### src/rtl/coin_pkg.sv
// Shared coin denominations and dispenser state encoding.
// Also used by the vending machine, so codes and values must stay stable.
package coin_pkg;

    typedef logic [4:0] coin_t;

    localparam int unsigned NUM_DENOMS = 5;

    localparam coin_t NICKEL  = 5'b00001;
    localparam coin_t DIME    = 5'b00010;
    localparam coin_t QUARTER = 5'b00100;
    localparam coin_t HALFD   = 5'b01000;
    localparam coin_t FULLD   = 5'b10000;

    localparam logic [1:0] ST_IDLE   = 2'd0;
    localparam logic [1:0] ST_SELECT = 2'd1;
    localparam logic [1:0] ST_ISSUE  = 2'd2;
    localparam logic [1:0] ST_DONE   = 2'd3;

    // Cent value of a one-hot denomination; anything not one-hot is worth nothing.
    function automatic int unsigned coin_value(input coin_t c);
        int unsigned v;
        unique case (c)
            NICKEL:  v = 5;
            DIME:    v = 10;
            QUARTER: v = 25;
            HALFD:   v = 50;
            FULLD:   v = 100;
            default: v = 0;
        endcase
        return v;
    endfunction

endpackage

### src/rtl/coin_select.sv
// Combinational pick of the largest non-empty denomination not exceeding the
// remaining amount.
module coin_select
    import coin_pkg::*;
#(
    parameter int unsigned AMT_W = 8
) (
    input  logic [AMT_W-1:0] remaining,
    input  logic [4:0]       empty,
    output coin_t            sel,
    output logic [AMT_W-1:0] value,
    output logic             none_eligible
);

    always_comb begin
        sel           = '0;
        value         = '0;
        none_eligible = 1'b1;
        // Ascending scan: the last eligible hit is the largest denomination.
        for (int unsigned i = 0; i < NUM_DENOMS; i++) begin
            if (!empty[i] && (32'(remaining) >= coin_value(coin_t'(1 << i)))) begin
                sel           = coin_t'(1 << i);
                value         = AMT_W'(coin_value(coin_t'(1 << i)));
                none_eligible = 1'b0;
            end
        end
    end

endmodule

### src/rtl/change_dispenser.sv
// Change payout controller: greedy coin selection, one coin presented to the
// hopper at a time with a valid/ack handshake.
module change_dispenser
    import coin_pkg::*;
#(
    parameter int unsigned AMT_W = 8
) (
    input  logic             clk,
    input  logic             rst_n,
    input  logic             start,
    input  logic [AMT_W-1:0] amount,
    input  logic [4:0]       empty,
    input  logic             coin_ack,
    output logic [4:0]       coin,
    output logic             coin_valid,
    output logic             busy,
    output logic             done,
    output logic             short,
    output logic [AMT_W-1:0] shortfall,
    output logic [3:0]       coin_count
);

    logic [1:0]       state_q, state_d;
    logic [AMT_W-1:0] remaining_q, remaining_d;
    coin_t            coin_q, coin_d;
    logic [AMT_W-1:0] value_q, value_d;
    logic             short_q, short_d;
    logic [AMT_W-1:0] shortfall_q, shortfall_d;
    logic [3:0]       count_q, count_d;

    coin_t            sel;
    logic [AMT_W-1:0] sel_value;
    logic             none_eligible;

    coin_select #(
        .AMT_W (AMT_W)
    ) u_coin_select (
        .remaining     (remaining_q),
        .empty         (empty),
        .sel           (sel),
        .value         (sel_value),
        .none_eligible (none_eligible)
    );

    always_comb begin
        state_d     = state_q;
        remaining_d = remaining_q;
        coin_d      = coin_q;
        value_d     = value_q;
        short_d     = short_q;
        shortfall_d = shortfall_q;
        count_d     = count_q;
        case (state_q)
            ST_IDLE: begin
                if (start) begin
                    remaining_d = amount;
                    short_d     = 1'b0;
                    shortfall_d = '0;
                    count_d     = '0;
                    state_d     = ST_SELECT;
                end
            end
            ST_SELECT: begin
                if (remaining_q == '0) begin
                    state_d = ST_DONE;
                end else if (none_eligible) begin
                    short_d     = 1'b1;
                    shortfall_d = remaining_q;
                    state_d     = ST_DONE;
                end else begin
                    // Latch the choice so later empty changes cannot disturb it.
                    coin_d  = sel;
                    value_d = sel_value;
                    state_d = ST_ISSUE;
                end
            end
            ST_ISSUE: begin
                if (coin_ack) begin
                    remaining_d = remaining_q - value_q;
                    count_d     = (count_q == 4'd15) ? 4'd15 : count_q + 4'd1;
                    state_d     = ST_SELECT;
                end
            end
            default: state_d = ST_IDLE;
        endcase
    end

    always_ff @(posedge clk or negedge rst_n) begin
        if (!rst_n) begin
            state_q     <= ST_IDLE;
            remaining_q <= '0;
            coin_q      <= '0;
            value_q     <= '0;
            short_q     <= 1'b0;
            shortfall_q <= '0;
            count_q     <= '0;
        end else begin
            state_q     <= state_d;
            remaining_q <= remaining_d;
            coin_q      <= coin_d;
            value_q     <= value_d;
            short_q     <= short_d;
            shortfall_q <= shortfall_d;
            count_q     <= count_d;
        end
    end

    always_comb begin
        coin_valid = (state_q == ST_ISSUE);
        coin       = coin_valid ? coin_q : 5'b00000;
        busy       = (state_q != ST_IDLE);
        done       = (state_q == ST_DONE);
        short      = short_q;
        shortfall  = shortfall_q;
        coin_count = count_q;
    end

endmodule
### config.mk
export PLATFORM = sky130hd
export DESIGN_NAME = change_dispenser
export DESIGN_NICKNAME = d
export VERILOG_FILES = /design/src/rtl/coin_pkg.sv /design/src/rtl/coin_select.sv /design/src/rtl/change_dispenser.sv
export SDC_FILE = /design/constraint.sdc
export NUM_CORES = 1
export LEC_CHECK = 0
export ABC_AREA = 1
export BUFFER_PORTS_ARGS = -buffer_cell sky130_fd_sc_hd__clkbuf_2
export CAP_MARGIN = 20
export CORE_MARGIN = 10
export CORE_UTILIZATION = 40
export DETAILED_ROUTE_END_ITERATION = 10
export MAX_ROUTING_LAYER = met4
export SYNTH_ARGS = -nofsm -noshare
export SYNTH_HDL_FRONTEND = slang
export SYNTH_SLANG_ARGS = --single-unit
### constraint.sdc
create_clock -name clk -period 2.1 [get_ports clk]
set_input_delay 0.21 -clock clk [delete_from_list [all_inputs] [get_ports clk]]
set_output_delay 0.21 -clock clk [all_outputs]
set_load 0.02 [all_outputs]
# ---- Word-level counts from Yosys, hierarchy flattened
# Index checks and enable logic that the tools add are counted.
dict set report op_classes {
  add_sub_neg 2
  n_lt_le_gt_ge 5
  eq_ne 8
  muxes 36
  bitwise_logic 2
  reduce_logical 19
}
# operator count
set op_table {}
lappend op_table {{$mux W8} 5}
lappend op_table {{$pmux W8 S2} 2}
lappend op_table {{$mux W4} 5}
lappend op_table {{$mux W5} 3}
lappend op_table {{$mux W1} 11}
lappend op_table {{$ge A8 B3 Y1 const B} 1}
lappend op_table {{$ge A8 B4 Y1 const B} 1}
lappend op_table {{$ge A8 B5 Y1 const B} 1}
lappend op_table {{$ge A8 B6 Y1 const B} 1}
lappend op_table {{$ge A8 B7 Y1 const B} 1}
lappend op_table {{$logic_not A8 Y1} 1}
lappend op_table {{$ne A2 B2 Y1 const B} 4}
lappend op_table {{$pmux W4 S2} 1}
lappend op_table {{$sub A8 B8 Y8} 1}
lappend op_table {{$mux W7} 1}
lappend op_table {{$mux W2} 3}
lappend op_table {{$mux W3} 2}
lappend op_table {{$mux W6} 1}
lappend op_table {{$pmux W2 S3} 1}
lappend op_table {{$reduce_and A3 Y1} 2}
lappend op_table {{$reduce_bool A2 Y1} 3}
lappend op_table {{$logic_and A1 B1 Y1} 5}
lappend op_table {{$logic_not A1 Y1} 5}
lappend op_table {{$add A4 B1 Y4 const B} 1}
lappend op_table {{8 further kinds} 10}
dict set report totals {
  ff_bits 36
  in_bits 17
  out_inout_bits 21
  word_cells 79
}

# ---- Depth between registers and ports, before layout
# Gate-level depths: netlist (run 1).
dict set report depth {
  depth_word 10
  mapped_depth 12
  ltp_nobuf 12
}

# ---- Hierarchy
# From an unflattened synthesis (run 1), not the netlist that was laid out.
dict set report unflattened {
  cells_unflattened 317
  area_unflattened_um2 2438.6
}
# module instances cells_each area_each_um2 seq_area_each_um2
set modules_own_cells {}
lappend modules_own_cells {change_dispenser 1 258 2118.3 900.9}
lappend modules_own_cells {coin_select 1 59 320.3 0.0}

# ---- Worst setup path before layout (run 1)
# OpenSTA, ideal clock, no wires.
dict set report synth_path {
  path_type {flip-flop to flip-flop}
  from {register remaining_q[0]}
  to {register remaining_q[4]}
  setup_time_ps 127
  arrival_time_ps 1610
  required_time_ps 1973
  path_slack_ps 363
  stages_incl_launch_ff 9
  n_path_buf 0
  synth_period_minus_slack_ps 1737
  path_cell_list {dfrtp_1 > inv_1 > ha_1 > fa_1 > inv_1 > a31oi_1 > or2_2 > a21oi_1 > o21ai_0}
}
dict set report synth_via {
  elab_chain_cells 3
}
# element line
set synth_rtl {}
lappend synth_rtl {{start: declaration} change_dispenser.sv:24} ;# logic [AMT_W-1:0] remaining_q, remaining_d;
lappend synth_rtl {{start signal: assignment} change_dispenser.sv:99} ;# remaining_q <= remaining_d;
lappend synth_rtl {{$sub A8 B8 Y8} change_dispenser.sv:79} ;# remaining_d = remaining_q - value_q;
lappend synth_rtl {{$mux W8} change_dispenser.sv:78} ;# if (coin_ack) begin
lappend synth_rtl {{$pmux W8 S2} change_dispenser.sv:53} ;# case (state_q)
# Every way passes these cells. The select of a mux whose other input is x is not followed.
# A chain may end at the register's enable or synchronous reset.

# ---- Worst setup path in the final report (run 1)
# Ends and elaborated chain as after synthesis.

==> results of run 1 <==
[area by class of cell]
| type | instances | area, µm² | area share [%] |
|---|---|---|---|
| repair buffers | 40 | 208 | 8.16 |
| clock inverters | 2 | 10.0 | 0.393 |
| flip-flops and latches | 34 | 851 | 33.4 |
| inverters | 50 | 188 | 7.37 |
| clock buffers | 5 | 68.8 | 2.70 |
| multi-input cells | 195 | 1130 | 44.4 |
| well taps | 72 | 90.1 | 3.54 |
[registers in the layout, summed over array words and instances, names as in the netlist]
signal	count
shortfall	8
coin_count	4
value_q	7
short	1
remaining_q	8
coin_q	4
state_q	2
[worst paths after layout]
path | from | end | slack [ns] | depth (start not counted)
worst max-delay path | remaining_q[0] | remaining_q[4] | 0.21 | 8
worst min-delay path | rst_n | short | 0.03 | 1
worst max register to register | remaining_q[0] | remaining_q[4] | 0.21 | 8
worst min register to register | shortfall[4] | shortfall[4] | 0.47 | 2
max in group asynchronous | rst_n | value_q[5] | 1.51 | 1
min in group clk | amount[2] | remaining_q[2] | 0.19 | 3
[stage by stage]
stage	worst slack [ns]	cells
detailed placement	0.236	391
floorplan	0.363	284
global route	0.0401	398
finish	0.207	398
global placement	0.295	391
CTS	0.235	398
[routing by layer]
metal / up-vias / GRT usage [%] / share of wire [%]
met5: - / - / 0
met4: 0 / 4.30 / 1.5
met3: 4 / 3.17 / 4.8
met2: 35 / 19.3 / 44
met1: 861 / 16.1 / 50
li1: 996 / - / -
[cell usage in the layout, fill, tap and decap left out, types with 2 or more instances in the layout]
| master | n |
|---|---|
| clkinv_2 | 2 |
| a21oi_1 | 13 |
| nand2_1 | 62 |
| nand2_8 | 2 |
| o21ai_2 | 6 |
| nand4_1 | 7 |
| clkbuf_2 | 37 |
| inv_2 | 9 |
| o21ai_0 | 13 |
| ha_1 | 8 |
| nand2_4 | 2 |
| buf_4 | 3 |
| a31oi_1 | 3 |
| o211ai_1 | 2 |
| clkbuf_8 | 5 |
| nor2_2 | 2 |
| nand3_1 | 17 |
| inv_1 | 41 |
| nor2_1 | 20 |
| nand2_2 | 9 |
| o22ai_1 | 2 |
| nor2_4 | 4 |
| o21bai_1 | 2 |
| o21ai_1 | 8 |
| dfrtp_1 | 34 |
[cells by family after synthesis]
family	synth area share (%)
buf+inv	10.5
xor+xnor	0.792
flops	38.4
simple gates	31.0
compound gates	13.8
fa+ha+maj	5.43
[critical path: cells and delay by family, from the launching register on]
kind,cells,cell delay (ns)
flip-flops,1,0.37
adder cells (fa/ha/maj),2,0.65
AO/OA/AOI/OAI,3,0.29
AND/OR/NAND/NOR,1,0.28
buffers and inverters,2,0.18
[power breakdown]
part,internal (W),switching [W],total (W)
clock network,0.000223,0.000237,0.000460
logic,0.000903,0.00161,0.00251
registers,0.000906,0.000289,0.00120
==> flow_metrics.tcl, run 1 <==
set metrics [dict create \
    status "complete, no violations" \
    final-setup-viol-count 0 \
    cap_viol_max_count 0 \
    fin_crit_ns 1.89 \
    end_kind "flop" \
    skew_ns 0.00461 \
    cts_root_buf "clkbuf_8" \
    yosysTopAreaCell "dfrtp_1" \
    grt_max_degree 35 \
    placed_area_mm2 0.00247 \
    slew_headroom_pct 41.3 \
    grt.total_usage_pct 12.7 \
    finalHoldViolCount 0 \
    areaGrowthSynthToFinish_pct 15.0 \
    max_freq_mhz 528 \
    cts_tree "yes" \
    portBuffers 37 \
    leakage_nw 1.37 \
    die_y_um 94.4 \
    seq_area_frac_synth_pct 38.4 \
    crit_type "reg2reg" \
    vdd_drop_max_mv 1.00 \
    path_cells "inv_1 > ha_1 > fa_1 > inv_1 > a31oi_1 > or2_2 > a21oi_1 > o21ai_0" \
    p_total_w 0.00417 \
    vias_per_cell 4.76 \
    synth_edf_count 0 \
    fp.dieW_um 94.4 \
    fin_nets 352 \
    grt_pass1_wl_um 8820 \
    dieArea_mm2 0.00891 \
    drtPass1Iterations 4 \
    yosysMostFrequentCell "nand2_1" \
    synth_common_cells "nand2_1, inv_1, dfrtp_1, nor2_1, nand3_1" \
    core_area_mm2 0.00544 \
    gp_congestion 0.810 \
    tightest_slew_ns 0.880 \
    cp.required_ns 2.26 \
    cts_setup_buffers 0 \
    finalInstanceArea_mm2 0.00255 \
    cts_max_path_buffers 2 \
    antenna_found_initial 0 \
    final_util_pct 46.8 \
    synth_area_mm2 0.00221 \
    cts_hold_buffers 0 \
    synthTopCellsByArea "dfrtp_1, nand2_1, inv_1" \
    n_antenna_cell 0 \
    worstSkewPairLatency_ns 0.28 \
    arrival_ns 2.06 \
    final_max_slew_viol_count 0 \
    synth_flop_cell "dfrtp_1" \
    synth_nets 310 \
    slowest_delay_ns 0.41 \
    layout-drive-gt1-share_pct 26.4 \
    yosysTopAreaCellShare_pct 38.4 \
    drc 0 \
    ant_nets 0 \
    cp-start-kind "flop" \
    wl_per_cell_um 13.1 \
    synth.yosys.warnings 0 \
    cts_resized 0 \
    rsz0062_at_grt "false" \
    slowest_stage "fa_1" \
    vias 1896 \
    whs_ns 0.0342 \
    numCtsBuffers 5 \
    ios 38 \
    h-tree-depth 2 \
    clkSinkCount 34 \
    synthArstFlopShare_pct 100 \
    fillCellCount 568 \
    drt-total-wl_um 5230 \
    ys_ff_latch 34 \
    fin_crit_sh_pct 90.1 \
    rows 27 \
    min_path_type "in2async" \
    drt_iter0_drc 100 \
    path_max_fanout 3 \
    synth.distinct_cells 38 \
    clk_pin_slew_ns 0.07 \
    overflow 0 \
    tns_ns 0 \
    power.density_mw_per_mm2 1640 \
    post-dp-hpwl_um 4110 \
    grt_pass1_vias 1868 \
    cpMostUsedCell "inv_1" \
    avgSynthCellArea_um2 7.79 \
    start_util_pct 40.7 \
    netlist_instances 284 \
]
Power figures use the tool's default switching activity.
==> inputs of run 2 (changes only) <==
- ABC_AREA: 1 -> 0
- CORE_UTILIZATION: 40 -> 55
- PLACE_DENSITY: default -> 0.79
- SETUP_SLACK_MARGIN: default -> 0.2
==> flow_metrics.tcl, run 2 <==
set metrics [dict create \
    synth_top_family_by_area "compound AO/OA/AOI/OAI gates" \
    min_path_type "in2reg" \
    path_max_fanout 5 \
    cpMostUsedCell "buf_4" \
    layout_commonest_cell "clkbuf_2" \
    rows 21 \
    dieArea_mm2 0.00645 \
    grt_pass1_wl_um 8740 \
    ff2ff_setup_slack_ns 0.09 \
    status "complete, no violations" \
    grt.total_usage_pct 17.4 \
    finalHoldViolCount 0 \
    tns_ns 0 \
    path_cells "buf_4 > buf_4 > o21ai_1 > a31oi_4 > buf_6 > and2b_2 > and2_4 > a22o_1" \
    yosysTopAreaCell "dfrtp_1" \
    slowest_delay_ns 0.39 \
    fillCellCount 253 \
    leakage_nw 1.27 \
    yosysMostFrequentCell "dfrtp_1" \
    grt_max_degree 35 \
    wl_per_cell_um 19.5 \
    vias_per_cell 6.13 \
    cp-start-kind "flop" \
    muxShareOfSynthArea_pct 0 \
    areaGrowthSynthToFinish_pct 31.2 \
    synth_edf_count 0 \
    slowest_stage "dfrtp_1" \
    yosys.area_share.simple_pct 21.2 \
    h-tree-depth 2 \
    fp.dieW_um 80.3 \
    tightest_slew_ns 0.843 \
    numCtsBuffers 5 \
    worstSkewPairLatency_ns 0.34 \
    whs_ns 0.0851 \
    drt-total-wl_um 6480 \
    drtPass1Iterations 7 \
    start_util_pct 58.5 \
    synth_compound_area_share_pct 23.7 \
    final_max_slew_viol_count 0 \
    ios 38 \
    fin_crit_sh_pct 95.8 \
    post-dp-hpwl_um 3940 \
    synth_nets 247 \
    setup_slack_ns 0.0880 \
    cp.required_ns 2.33 \
    antenna_found_initial 0 \
    final-setup-viol-count 0 \
    clkSinkCount 34 \
    fin_nets 312 \
    gp_congestion 0.901 \
    end_kind "flop" \
    seq_area_frac_synth_pct 42.6 \
    arrival_ns 2.24 \
    vdd_drop_max_mv 1.03 \
    core_area_mm2 0.00342 \
    grt_pass1_vias 1823 \
    cap_viol_max_count 0 \
    synth.yosys.warnings 0 \
    yosysTopAreaCellShare_pct 42.6 \
    layout-drive-gt1-share_pct 38.3 \
    synthTopCellsByArea "dfrtp_1, ha_1, a22o_1" \
    final_util_pct 76.8 \
    portBuffers 37 \
    synth_flop_cell "dfrtp_1" \
    final_cell_mix "clkbuf_2, dfrtp_1, buf_4" \
    avgSynthCellArea_um2 9.05 \
    overflow 0 \
    pre_cts_ws_ns 0.0701 \
    met1_length_um 2540 \
    synthArstFlopShare_pct 100 \
    fin_crit_ns 2.01 \
    die_y_um 80.3 \
    netlist_instances 221 \
    cts_max_path_buffers 2 \
    crit_type "reg2reg" \
    max_freq_mhz 497 \
    cts_root_buf "clkbuf_4" \
    ys_ff_latch 34 \
    met2RoutedLength_um 3240 \
    skew_ns 0.00462 \
    synth_common_cells "dfrtp_1, nand2_1, a21oi_1, o21ai_0, inv_1" \
    power.density_mw_per_mm2 1680 \
    ant_nets 0 \
    drt_iter0_drc 283 \
    synth_area_mm2 0.00200 \
    cts_tree "yes" \
    synth.distinct_cells 46 \
    slew_headroom_pct 43.8 \
    rsz0062_at_grt "true" \
    n_antenna_cell 0 \
    drc 0 \
    vias 2040 \
    synthXorXnorAreaFrac_pct 0.876 \
    highest_layer "met4" \
    met3RoutedLength_um 465 \
    synthAdderAreaFrac_pct 6.01 \
    clk_pin_slew_ns 0.11 \
]
## run 2: through the flow
step | instances | power, W | instance area [µm²]
finish | 333 | 0.00441 | 2620
floorplan | 221 | 0.00270 | 2010
global route | 333 | 0.00467 | 2620
CTS | 321 | 0.00392 | 2430
global placement | 306 | 0.00325 | 2280
detailed placement | 306 | 0.00333 | 2280
## run 2: cell families (layout without fill, tap and decap cells)
family / Yosys count / count (layout)
AO/OA/AOI/OAI: 71 / 71
flip-flops: 34 / 34
buffers and inverters: 24 / 89
XOR/XNOR: 2 / 2
adder cells (fa/ha/maj): 9 / 9
AND/OR/NAND/NOR: 81 / 82
## run 2: critical path, delay by kind of cell, from the launching register on
family          cells  cell delay, ns
simple gates        2            0.41
flops               1            0.39
compound gates      3            0.68
buf+inv             3            0.41
## run 2: per-layer routing
metal  GRT usage, %  up-vias
met5              -        -
met4           4.40        0
met1           21.7      972
met2           27.3      111
met3           4.45       26
li1               -      931
## run 2: area by class of cell
| type | instances | area [µm²] | area share (%) |
|---|---|---|---|
| clock buffers | 7 | 55.1 | 2.10 |
| clock inverters | 1 | 5.00 | 0.191 |
| inverters | 15 | 56.3 | 2.15 |
| multi-input cells | 164 | 1180 | 44.9 |
| flip-flops and latches | 34 | 860 | 32.8 |
| well taps | 46 | 57.6 | 2.19 |
| repair buffers | 66 | 413 | 15.7 |
## run 2: path summary, 6_finish.rpt
check / startpoint / to / depth (start not counted)
min in group asynchronous: rst_n / remaining_q[2] / 2
worst min register to register: short / short / 1
worst max register to register: remaining_q[0] / shortfall[2] / 8
worst max-delay path: remaining_q[0] / shortfall[2] / 8
max in group asynchronous: rst_n / remaining_q[6] / 2
worst min-delay path: amount[3] / remaining_q[3] / 3
## run 2: power breakdown
group / total, W / switching, W / internal (W)
registers: 0.00124 / 0.000324 / 0.000917
clock network: 0.000389 / 0.000227 / 0.000162
logic: 0.00278 / 0.00162 / 0.00115
## run 2: repair_timing
| item | CTS | global route |
|---|---|---|
| cloned | 0 | 1 |
| pin swaps | 3 | 10 |
| endpoints found under the setup margin | 17 | 23 |
| setup buffers | 6 | 11 |
| hold buffers | 1 | 0 |
| endpoints found under the hold margin | 34 | 0 |
| resized for setup | 14 | 26 |
